**src/rtl/alu_exec_ctrl.sv**
```systemverilog
// Control sequencer for register-immediate and register-register ADD/SUB.
// Latches one instruction per start and walks the datapath through fetch, operands, execute and write-back.
module alu_exec_ctrl #(
    parameter int DATA_W   = 16,
    parameter int NUM_REGS = 5,
    parameter int SIGN_EXT = 0
) (
    input  logic                i_clk,
    input  logic                i_rst_n,
    input  logic                i_start,
    input  logic [15:0]         i_instr,
    output logic                o_busy,
    output logic                o_pc_inc,
    output logic [NUM_REGS-1:0] o_reg_out_en,
    output logic [NUM_REGS-1:0] o_reg_in_en,
    output logic                o_alu_in1,
    output logic                o_alu_in2,
    output logic                o_alu_outlatch,
    output logic                o_alu_out_en,
    output logic                o_imm_out_en,
    output logic [DATA_W-1:0]   o_imm_data,
    output logic [1:0]          o_alu_op,
    output logic                o_done,
    output logic                o_illegal
);

    typedef enum logic [3:0] {
        S_IDLE  = 4'd0,
        S_FETCH = 4'd1,
        S_SRC1  = 4'd2,
        S_SRC2  = 4'd3,
        S_EXEC  = 4'd4,
        S_DRIVE = 4'd5,
        S_WB    = 4'd6,
        S_DONE  = 4'd7,
        S_ERR   = 4'd8
    } state_t;

    state_t              r_state;
    state_t              w_nxt_state;
    logic [15:0]         r_ir;

    logic [3:0]          w_op;
    logic [5:0]          w_p1;
    logic [5:0]          w_p2;
    logic                w_is_imm;
    logic                w_is_reg;
    logic                w_legal;
    logic [1:0]          w_op_sel;
    logic [DATA_W-1:0]   w_imm_ext;

    logic                w_busy;
    logic                w_pc_inc;
    logic [NUM_REGS-1:0] w_reg_out_en;
    logic [NUM_REGS-1:0] w_reg_in_en;
    logic                w_alu_in1;
    logic                w_alu_in2;
    logic                w_alu_outlatch;
    logic                w_alu_out_en;
    logic                w_imm_out_en;
    logic [DATA_W-1:0]   w_imm_data;
    logic [1:0]          w_alu_op;
    logic                w_done;
    logic                w_illegal;

    function automatic logic [NUM_REGS-1:0] f_onehot(input logic [5:0] idx);
        logic [NUM_REGS-1:0] v;
        v = {NUM_REGS{1'b0}};
        for (int i = 0; i < NUM_REGS; i++) begin
            v[i] = (idx == 6'(i));
        end
        return v;
    endfunction

    assign w_op      = r_ir[15:12];
    assign w_p1      = r_ir[11:6];
    assign w_p2      = r_ir[5:0];
    assign w_is_imm  = (w_op == 4'h1) || (w_op == 4'h2);
    assign w_is_reg  = (w_op == 4'h3) || (w_op == 4'h4);
    assign w_legal   = ({1'b0, w_p1} < 7'(NUM_REGS)) &&
                       (w_is_imm || (w_is_reg && ({1'b0, w_p2} < 7'(NUM_REGS))));
    assign w_op_sel  = ((w_op == 4'h2) || (w_op == 4'h4)) ? 2'b01 : 2'b00;
    assign w_imm_ext = (SIGN_EXT != 0) ? {{(DATA_W-6){r_ir[5]}}, r_ir[5:0]}
                                       : {{(DATA_W-6){1'b0}}, r_ir[5:0]};

    // Next-state sequencing; unused encodings fall back to IDLE.
    always_comb begin
        w_nxt_state = S_IDLE;
        case (r_state)
            S_IDLE:  w_nxt_state = i_start ? S_FETCH : S_IDLE;
            S_FETCH: w_nxt_state = w_legal ? S_SRC1 : S_ERR;
            S_SRC1:  w_nxt_state = S_SRC2;
            S_SRC2:  w_nxt_state = S_EXEC;
            S_EXEC:  w_nxt_state = S_DRIVE;
            S_DRIVE: w_nxt_state = S_WB;
            S_WB:    w_nxt_state = S_DONE;
            S_DONE:  w_nxt_state = S_IDLE;
            S_ERR:   w_nxt_state = S_IDLE;
            default: w_nxt_state = S_IDLE;
        endcase
    end

    // Outputs are decoded for the upcoming state so the registered copies line up with it.
    always_comb begin
        w_busy         = (w_nxt_state != S_IDLE);
        w_pc_inc       = 1'b0;
        w_reg_out_en   = {NUM_REGS{1'b0}};
        w_reg_in_en    = {NUM_REGS{1'b0}};
        w_alu_in1      = 1'b0;
        w_alu_in2      = 1'b0;
        w_alu_outlatch = 1'b0;
        w_alu_out_en   = 1'b0;
        w_imm_out_en   = 1'b0;
        w_imm_data     = {DATA_W{1'b0}};
        w_alu_op       = 2'b00;
        w_done         = 1'b0;
        w_illegal      = 1'b0;
        case (w_nxt_state)
            S_FETCH: w_pc_inc = 1'b1;
            S_SRC1: begin
                w_reg_out_en = f_onehot(w_p1);
                w_alu_in1    = 1'b1;
                w_alu_op     = w_op_sel;
            end
            S_SRC2: begin
                if (w_is_imm) begin
                    w_imm_out_en = 1'b1;
                    w_imm_data   = w_imm_ext;
                end else begin
                    w_reg_out_en = f_onehot(w_p2);
                end
                w_alu_in2 = 1'b1;
                w_alu_op  = w_op_sel;
            end
            S_EXEC: begin
                w_alu_outlatch = 1'b1;
                w_alu_op       = w_op_sel;
            end
            S_DRIVE: begin
                w_alu_out_en = 1'b1;
                w_alu_op     = w_op_sel;
            end
            S_WB: begin
                w_alu_out_en = 1'b1;
                w_reg_in_en  = f_onehot(w_p1);
                w_alu_op     = w_op_sel;
            end
            S_DONE:  w_done    = 1'b1;
            S_ERR:   w_illegal = 1'b1;
            default: w_busy    = 1'b0;
        endcase
    end

    // State and instruction register; the instruction is captured only on acceptance.
    always_ff @(posedge i_clk or negedge i_rst_n) begin
        if (!i_rst_n) begin
            r_state <= S_IDLE;
            r_ir    <= 16'h0000;
        end else begin
            r_state <= w_nxt_state;
            if ((r_state == S_IDLE) && i_start) begin
                r_ir <= i_instr;
            end
        end
    end

    // Output registers.
    always_ff @(posedge i_clk or negedge i_rst_n) begin
        if (!i_rst_n) begin
            o_busy         <= 1'b0;
            o_pc_inc       <= 1'b0;
            o_reg_out_en   <= {NUM_REGS{1'b0}};
            o_reg_in_en    <= {NUM_REGS{1'b0}};
            o_alu_in1      <= 1'b0;
            o_alu_in2      <= 1'b0;
            o_alu_outlatch <= 1'b0;
            o_alu_out_en   <= 1'b0;
            o_imm_out_en   <= 1'b0;
            o_imm_data     <= {DATA_W{1'b0}};
            o_alu_op       <= 2'b00;
            o_done         <= 1'b0;
            o_illegal      <= 1'b0;
        end else begin
            o_busy         <= w_busy;
            o_pc_inc       <= w_pc_inc;
            o_reg_out_en   <= w_reg_out_en;
            o_reg_in_en    <= w_reg_in_en;
            o_alu_in1      <= w_alu_in1;
            o_alu_in2      <= w_alu_in2;
            o_alu_outlatch <= w_alu_outlatch;
            o_alu_out_en   <= w_alu_out_en;
            o_imm_out_en   <= w_imm_out_en;
            o_imm_data     <= w_imm_data;
            o_alu_op       <= w_alu_op;
            o_done         <= w_done;
            o_illegal      <= w_illegal;
        end
    end

endmodule

```
**config.mk**
```make
export PLATFORM = sky130hd
export DESIGN_NAME = alu_exec_ctrl
export DESIGN_NICKNAME = d
export VERILOG_FILES = /design/src/rtl/alu_exec_ctrl.sv
export SDC_FILE = /design/constraint.sdc
export NUM_CORES = 1
export LEC_CHECK = 0
export BUFFER_PORTS_ARGS = -buffer_cell sky130_fd_sc_hd__buf_2
export CORE_MARGIN = 5
export CORE_UTILIZATION = 51
export DETAILED_ROUTE_END_ITERATION = 16
export GPL_ROUTABILITY_DRIVEN = 1
export PLACE_DENSITY = 0.9
export SYNTH_ARGS = -nofsm -noshare
export SYNTH_HDL_FRONTEND = slang
export SYNTH_SLANG_ARGS = --single-unit
```
**constraint.sdc**
```tcl
create_clock -name i_clk -period 2.9 [get_ports i_clk]
set_clock_uncertainty 0.15 [all_clocks]
set_input_delay 0.435 -clock i_clk [delete_from_list [all_inputs] [get_ports i_clk]]
set_output_delay 0.435 -clock i_clk [all_outputs]
set_load 0.005 [all_outputs]
```
# --- Word level (Yosys, flattened, before mapping) ---
# Cells that the tools add are included.
classes:
  n_eq_ne: 26
  order_cmp: 2
  n_mux: 20
  n_reduce_logical: 14
ops:
  columns: ["cell", "n"]
  rows:
  - ["4-bit by 3-bit equality test with 1-bit output, second input constant", 8]
  - ["4-bit case mux with 7 select lines", 1]
  - ["4-bit by 2-bit equality test with 1-bit output, second input constant", 6]
  - ["6-bit by 2-bit equality test with 1-bit output, second input constant", 4]
  - ["1-bit 2-to-1 mux", 13]
  - ["4-bit by 1-bit equality test with 1-bit output, second input constant", 3]
  - ["6-bit by 1-bit equality test with 1-bit output, second input constant", 2]
  - ["6-bit by 3-bit equality test with 1-bit output, second input constant", 2]
  - ["6-bit zero test", 2]
  - ["6-bit by 3-bit < comparator with 1-bit output, second input constant", 2]
  - ["6-bit 2-to-1 mux", 2]
  - ["5-bit 2-to-1 mux", 2]
  - ["5-bit case mux with 2 select lines", 1]
  - ["8-bit OR reduction", 1]
  - ["5-bit OR reduction", 1]
  - ["4-bit equality test, second input constant", 1]
  - ["4-bit zero test", 1]
  - ["1-bit logical OR", 4]
  - ["4-bit 2-to-1 mux", 1]
  - ["4-bit nonzero test", 1]
  - ["1-bit logical AND", 3]
  - ["2-bit OR reduction", 1]
word_totals:
  word_cells: 77
  in_bits: 19
  regBits: 57
  out_inout_bits: 37

# --- Longest topological paths before layout ---
# Gate-level depths: netlist of run 1.
depth:
  depth_word: 10
  ltp_mapped: 7
  ltp_nobuf: 4

# --- Worst setup path after synthesis of run 1 ---
# OpenSTA, ideal clock, no wires.
synth_path:
  path_type: "register to register"
  start: "register r_ir[13]"
  end: "register o_reg_out_en[1]"
  period_less_slack_ps: 2011
  setup_ps: 101
  t_arrival_ps: 1760
  slack_ps: 889
  path_stages_with_launch: 6
  t_required_ps: 2649
  n_path_buf: 1
  cell_sequence: "dfrtp_1 > buf_2 > or3b_4 > a2111oi_4 > o2111ai_4 > o32ai_1"
synth_via:
  elab_chain_len: 9
  elab_cells_between_ends: 15
  classes_between: "eq/ne (6); mux (4); reduce/logical (5)"
synth_lines:
  columns: ["element", "line_no", "text"]
  rows:
  - ["start: declaration", "41", "logic [15:0] r_ir;"]
  - ["start signal: assignment", "162", "r_ir <= i_instr;"]
  - ["4-bit by 2-bit equality test with 1-bit output or 4-bit by 3-bit equality test with 1-bit output (tied branches)", "79", "assign w_is_reg = (w_op == 4'h3) || (w_op == 4'h4);"]
  - ["1-bit logical OR", "79", null]
  - ["1-bit logical AND", "81", "(w_is_imm || (w_is_reg && ({1'b0, w_p2} < 7'(NUM_REGS))));"]
  - ["1-bit logical OR", "81", null]
  - ["1-bit logical AND", "80", "assign w_legal = ({1'b0, w_p1} < 7'(NUM_REGS)) &&"]
  - ["4-bit 2-to-1 mux", "91", "S_FETCH: w_nxt_state = w_legal ? S_SRC1 : S_ERR;"]
  - ["4-bit case mux with 7 select lines", "89", "case (r_state)"]
  - ["4-bit by 2-bit equality test with 1-bit output", "118", "case (w_nxt_state)"]
  - ["5-bit case mux with 2 select lines (*)", "118", null]
  - ["net w_reg_out_en[1]", "54", "logic [NUM_REGS-1:0] w_reg_out_en;"]
  - ["end signal: assignment", "172", "o_reg_out_en <= {NUM_REGS{1'b0}};"]
  - ["end signal: assignment", "186", "o_reg_out_en <= w_reg_out_en;"]
  - ["end: declaration", "14", "output logic [NUM_REGS-1:0] o_reg_out_en,"]
# Mark *: on every way through the listed nets, which the timed path passes. The rest lies on a longest branch.
# A chain may end at the register's enable or synchronous reset.

# --- Worst setup path after layout of run 1 ---
layout_path:
  start: "register r_state[0]"
  end: "register o_reg_out_en[2]"
layout_via:
  elab_chain_len: 4
  elab_cells_between_ends: 11
  classes_between: "eq/ne (8); mux (2); reduce/logical (1)"
layout_lines:
  columns: ["element", "line_no", "text"]
  rows:
  - ["start: declaration", "39", "state_t r_state;"]
  - ["start signal: assignment", "160", "r_state <= w_nxt_state;"]
  - ["4-bit by 3-bit equality test with 1-bit output (tied with other cells)", "89", null]
  - ["4-bit case mux with 7 select lines (*)", "89", null]
  - ["4-bit by 2-bit equality test with 1-bit output", "118", null]
  - ["5-bit case mux with 2 select lines (*)", "118", null]
  - ["net w_reg_out_en[2]", "54", null]
# Marked as above.

==> results of run 1 <==
## state kept, by name (all words and copies together), names as in the netlist
register	cells
r_ir	16
o_imm_data	6
o_reg_in_en	5
o_reg_out_en	5
r_state	4
o_alu_in1	1
o_alu_in2	1
o_alu_op	1
o_alu_out_en	1
o_alu_outlatch	1
o_busy	1
o_done	1
o_illegal	1
o_imm_out_en	1
o_pc_inc	1
## cells by family after synthesis
family                 after synthesis
flip-flops                          46
multiplexers                        15
buffers and inverters               20
XOR/XNOR                             3
AO/OA/AOI/OAI                       18
AND/OR/NAND/NOR                     57
other                                1
## through the flow
stage,total power (µW),std cells
global placement,1550,246
detailed placement,1600,246
finish,2040,254
floorplan,1440,170
CTS,2050,254
global route,2170,254
## cell usage after synthesis (all sizes together)
| master | n | area, µm² |
|---|---|---|
| nand3 | 3 | 15.0 |
| nand3b | 2 | 15.0 |
| or3 | 2 | 12.5 |
| mux2 | 15 | 169 |
| a31o | 1 | 8.76 |
| a21oi | 2 | 10.0 |
| nor2 | 11 | 41.3 |
| inv | 3 | 11.3 |
| clkbuf | 3 | 11.3 |
| and3 | 2 | 12.5 |
| or4 | 1 | 7.51 |
| nor4 | 3 | 18.8 |
| buf | 14 | 97.6 |
| nor3 | 8 | 40.0 |
| nor2b | 3 | 18.8 |
| or4b | 1 | 13.8 |
| xnor2 | 2 | 17.5 |
| o32ai | 2 | 17.5 |
| o21a | 2 | 15.0 |
| or3b | 2 | 20.0 |
| nand2b | 3 | 18.8 |
| xor2 | 1 | 8.76 |
| a2111o | 1 | 11.3 |
| and3b | 1 | 8.76 |
| and2 | 7 | 43.8 |
| o2111ai | 1 | 26.3 |
| or2 | 1 | 6.26 |
| o31ai | 2 | 15.0 |
| conb | 1 | 3.75 |
| nand2 | 7 | 26.3 |
| a2111oi | 1 | 27.5 |
| dfrtp | 46 | 1150 |
| a311oi | 1 | 8.76 |
| o21ai | 5 | 25.0 |
## how the worst max path moves through the flow
stage                                    start                         to  slack [ns]
after global placement    r_state[0]$_DFF_PN0_  o_reg_out_en[2]$_DFF_PN0_        0.71
after global routing      r_state[0]$_DFF_PN0_    o_imm_data[4]$_DFF_PN0_        0.53
after floorplan           r_ir[13]$_DFFE_PN0P_  o_reg_out_en[1]$_DFF_PN0_        0.89
final                     r_state[0]$_DFF_PN0_  o_reg_out_en[2]$_DFF_PN0_        0.67
after CTS                 r_state[0]$_DFF_PN0_  o_reg_out_en[2]$_DFF_PN0_        0.67
after detailed placement  r_state[0]$_DFF_PN0_  o_reg_out_en[2]$_DFF_PN0_        0.69
## cell type report
| class | instances | area (µm²) |
|---|---|---|
| Clock buffer | 5 | 68.8 |
| Clock inverter | 3 | 40.0 |
| Fill cell | 323 | 1410 |
| Inverter | 3 | 11.3 |
| Multi-Input combinational cell | 104 | 721 |
| Sequential cell | 46 | 1150 |
| Tap cell | 48 | 60.1 |
| Timing Repair Buffer | 45 | 228 |
## per-layer routing
metal	wire length, µm	global-route usage	part of all wire
met5	0	0	0
met4	87	0.0814	0.024
met3	281	0.0346	0.078
met2	1800	0.249	0.50
met1	1450	0.196	0.40
## critical path, cell delays in order (launching register included)
cell and delay, ns:
dfrtp_1 0.50, or4b_4 0.62, a2111o_1 0.42, or3b_1 0.37
o31ai_1 0.08
## power groups by stage
stage,Clock (µW),Sequential [µW],Combinational (µW)
global placement,0,1010,543
finish,459,1020,566
floorplan,0,937,507
detailed placement,0,1030,569
global route,488,1060,626
CTS,467,1010,571
==> results.toml, run 1 <==
[logic_synthesis]
synth_compound_area_frac = 0.0845
synth-simple-area-share = 0.163
synth_fa_ha_area_frac = 0
muxShareOfSynthArea = 0.0864
synth_top_family_by_area = "simple AND/OR/NAND/NOR gates"
ys_types = 36
ys_ff_latch = 46
syn_inst = 160
yosysWarnings = 0
synth_seq_area_share = 0.589
synth_area_per_cell_um2 = 12.2
synthXorXnorAreaFrac = 0.0134
synth_area_um2 = 1950

[power]
combPwrFrac = 0.277
p_sw_uw = 689
clockPowerShare = 0.225
swShare = 0.337
p_seq_frac = 0.498
powerDensity_nw_per_um2 = 896
internal_power_uw = 1350
vdd_ir_drop_max_uv = 464
p_leak_uw = 0.00114

[final_layout]
finish.utilization = 0.618
diodes = 0
fin_nets = 224
drive_gt1_frac = 0.359
final_cell_mix = "dfrtp_1 (46), buf_2 (44), mux2_2 (15)"
fin_area_um2 = 2280
mostFrequentLayoutCell = "dfrtp_1"
syn_to_final_growth_pct = 16.6

[floorplanning]
dieArea_um2 = 5170
floorplan.io_pins = 56
chipWidth_um = 71.9
design.core.area_um2 = 3690
rows = 22
start_util = 0.530
dieHeight_um = 71.9

[critical_path]
critPathLaunchType = "flip-flop"
worstSetupPathType = "flip-flop to flip-flop"
path_max_fanout = 12
end_kind = "flip-flop"
r2r_slack_ns = 0.67
cp.required_ns = 2.95
r2r_cells = 4
timing.rr.end = "o_reg_out_en[2]$_DFF_PN0_"
cp.arrival_ns = 2.28
rr_startpoint = "r_state[0]$_DFF_PN0_"

[drt]
ant_nets = 0
wl_um = 3620
drtIter0Drc = 139
drt_pass1_iterations = 4
drcViolationCount = 0
via_per_inst = 5.20
wl_per_cell_um = 14.3
vias = 1321

[place]
hpwl_um = 2770
postPlaceCellArea_um2 = 2170
pre_cts_ws_ns = 0.690
gp_congestion = 0.858
portBuffers = 44

[timing]
setup-tns-final_ns = 0
hold_ws_ns = 0.135
slew_headroom = 0.366
min_period_over_period = 0.769
rsz0062_at_grt = "no"
period_minus_slack_ns = 2.23
setup_slack_ns = 0.670
tightest_slew_ns = 0.951
setup_viol = 0
fmax_mhz = 448
hold_viol_final = 0
finalMaxSlewViolations = 0

[cts]
cts_tree = "built"
cts_resized = 0
htree_levels = 2
clkSinkCount = 46
clock_latency_ns = 0.29
clock_path_buffers = 2
cts_buffers = 5
post_cts_buffers = 0
hold_buffers = 0
root_buffer = "clkbuf_8"
clkTransAtPathRegs_ns = 0.08

[grt]
grt_pass1_vias = 1272
grt_pass1_wl_um = 6110
grt.total_usage = 0.155
grt-ovfl-total = 0
antenna_found_initial = 0
grt_max_degree = 47

[outcome]
outcome = "finished, final reports clean"

[hold_path]
hold_path_class = "input port to async pin"

[flow_run]
cap_viol_max_count = 0
Note: power is estimated with default switching activity, not from simulation.
==> inputs of run 2 (changes only) <==
==> constraint.sdc (replaced) <==
create_clock -name i_clk -period 2.2 [get_ports i_clk]
set_clock_uncertainty 0.15 [all_clocks]
set_input_delay 0.33 -clock i_clk [delete_from_list [all_inputs] [get_ports i_clk]]
set_output_delay 0.33 -clock i_clk [all_outputs]
set_load 0.005 [all_outputs]
==> run 2 against run 1 <==
Utilization up 2.0 points; final cell count up 4.7%; combinational power up 72%; power up 33%; via count up 1.4%; first-iteration DRC count down 8.6%; sequential cell count unchanged; hold slack worse by 0.050 ns; critical path type unchanged; critical endpoint unchanged.
==> results.toml, run 2 (same netlist as run 1, synthesis figures left out) <==
[critical_path]
critical-path-max-stage-delay_ns = 0.56
worstSetupPathType = "flip-flop to flip-flop"
path_cells = "or4b_4 -> a2111o_1 -> or3b_1 -> o31ai_1"
path_delay_family = "simple AND/OR/NAND/NOR gates"
end_kind = "flip-flop"
cp.required_ns = 2.26
critPathBufInv = 0
path_max_fanout = 4
cp.arrival_ns = 2.10
crit_path_top_delay_cell = "or4b_4"
critPathLaunchType = "flip-flop"
r2r_slack_ns = 0.16

[grt]
grt_busiest_layer = "met2"
antenna_found_initial = 0
grt_pass1_wl_um = 5930
grt-ovfl-total = 0
met1_usage = 0.194
met3_usage = 0.0526
grt_max_degree = 47
grt_pass1_vias = 1292
grt.total_usage = 0.155
grt_use_met2 = 0.226

[timing]
hold_ws_ns = 0.0844
finalMaxSlewViolations = 0
slew_headroom = 0.585
period_minus_slack_ns = 2.04
tightest_slew_ns = 0.617
min_period_over_period = 0.929
hold_viol_final = 0
setup_viol = 0
rsz0062_at_grt = "no"
fmax_mhz = 489
setup-tns-final_ns = 0

[final_layout]
diodes = 0
syn_to_final_growth_pct = 20.5
largest_registers = "r_ir (16), o_imm_data (6)"
n_fill_cell = 312
top_register = "r_ir"
drive_gt1_frac = 0.385
mostFrequentLayoutCell = "dfrtp_1"
final_cell_mix = "dfrtp_1 (46), buf_2 (44), mux2_2 (15)"
largest_register_ffs = 16
fin_nets = 236

[drt]
ant_nets = 0
drcViolationCount = 0
wl_per_cell_um = 13.7
drtIter0Drc = 127
wl_um = 3640
via_per_inst = 5.03
vias = 1339
drt_pass1_iterations = 4

[floorplanning]
dieArea_um2 = 5170
rows = 22
floorplan.io_pins = 56
chipWidth_um = 71.9
start_util = 0.530
dieHeight_um = 71.9
design.core.area_um2 = 3690

[cts]
cts_tree = "built"
root_buffer = "clkbuf_8"
cts_buffers = 5
clock_path_buffers = 2
clock_latency_ns = 0.29
clkTransAtPathRegs_ns = 0.07
htree_levels = 2
clkSinkCount = 46
post_cts_buffers = 0
cts_resized = 0

[power]
vdd_ir_drop_max_uv = 645
p_leak_uw = 0.00119
powerDensity_nw_per_um2 = 1150
p_total_uw = 2720

[outcome]
outcome = "finished, final reports clean"

[flow_run]
cap_viol_max_count = 0

[place]
gp_congestion = 0.886
portBuffers = 44
hpwl_um = 2750

[hold_path]
hold_path_class = "input port to flip-flop"
[run 2: cell count changes in the layout (fill, tap and decap cells not counted)]
cell / previous run / this run
clkbuf_8: 5 / 6
dlygate4sd3_1: 0 / 1
bufinv_16: 1 / 0
buf_4: 1 / 12
clkinv_2: 2 / 1
clkbuf_1: 0 / 1
[run 2: path summary, 6_finish.rpt]
check                                             to  depth (start not counted)                  from
max                        o_reg_out_en[2]$_DFF_PN0_                          4  r_state[0]$_DFF_PN0_
min                              r_ir[7]$_DFFE_PN0P_                          3            i_instr[7]
max reg2reg                o_reg_out_en[2]$_DFF_PN0_                          4  r_state[0]$_DFF_PN0_
min reg2reg                  o_imm_data[5]$_DFF_PN0_                          1   r_ir[5]$_DFFE_PN0P_
max in group asynchronous   o_reg_in_en[1]$_DFF_PN0_                          3               i_rst_n
min in group asynchronous    o_imm_data[1]$_DFF_PN0_                          3               i_rst_n
[run 2: repair_timing]
item / 4_1_cts / 5_1_grt
hold buffers: 1 / 0
hold endpoints to repair: 46 / 0
endpoints found under the setup margin: 0 / 1
[run 2: metal layers]
metal,vias up,wire (µm)
li1,647,-
met1,632,1580
met3,11,253
met2,49,1670
met5,-,0
met4,0,144
[run 2: cell type report]
class	count	area (µm²)	share of cell area
inverter	3	11.3	0.00478
tap	48	60.1	0.0255
sequential	46	1150	0.489
timing repair buffer	57	320	0.136
clock inverter	1	5.00	0.00213
multi-input combinational	104	721	0.306
clock buffer	7	86.3	0.0367
[run 2: through the flow]
stage / area (µm²) / setup WS [ns] / util / std cells
after floorplan: 1990 / 0.189 / - / 170
after global placement: 2250 / 0.197 / 0.611 / 257
after detailed placement: 2250 / 0.167 / 0.611 / 257
after CTS: 2350 / 0.137 / 0.638 / 266
after global routing: 2350 / 0.0533 / 0.638 / 266
final: 2350 / 0.156 / 0.638 / 266
[run 2: report_power, final]
group | leakage, µW | internal [µW] | total [µW] | switching (µW)
combinational | 0.000537 | 486 | 976 | 489
clock | 0.0000482 | 253 | 505 | 252
sequential | 0.000600 | 1060 | 1230 | 174
total | 0.00119 | 1800 | 2720 | 915
[run 2: worst min-delay path, delay by kind of cell]
family | cells | cell delay [ns]
AOI/OAI and AO/OA | 1 | 0.06
and+or+nand+nor | 1 | 0.03
buffers and inverters | 1 | 0.07
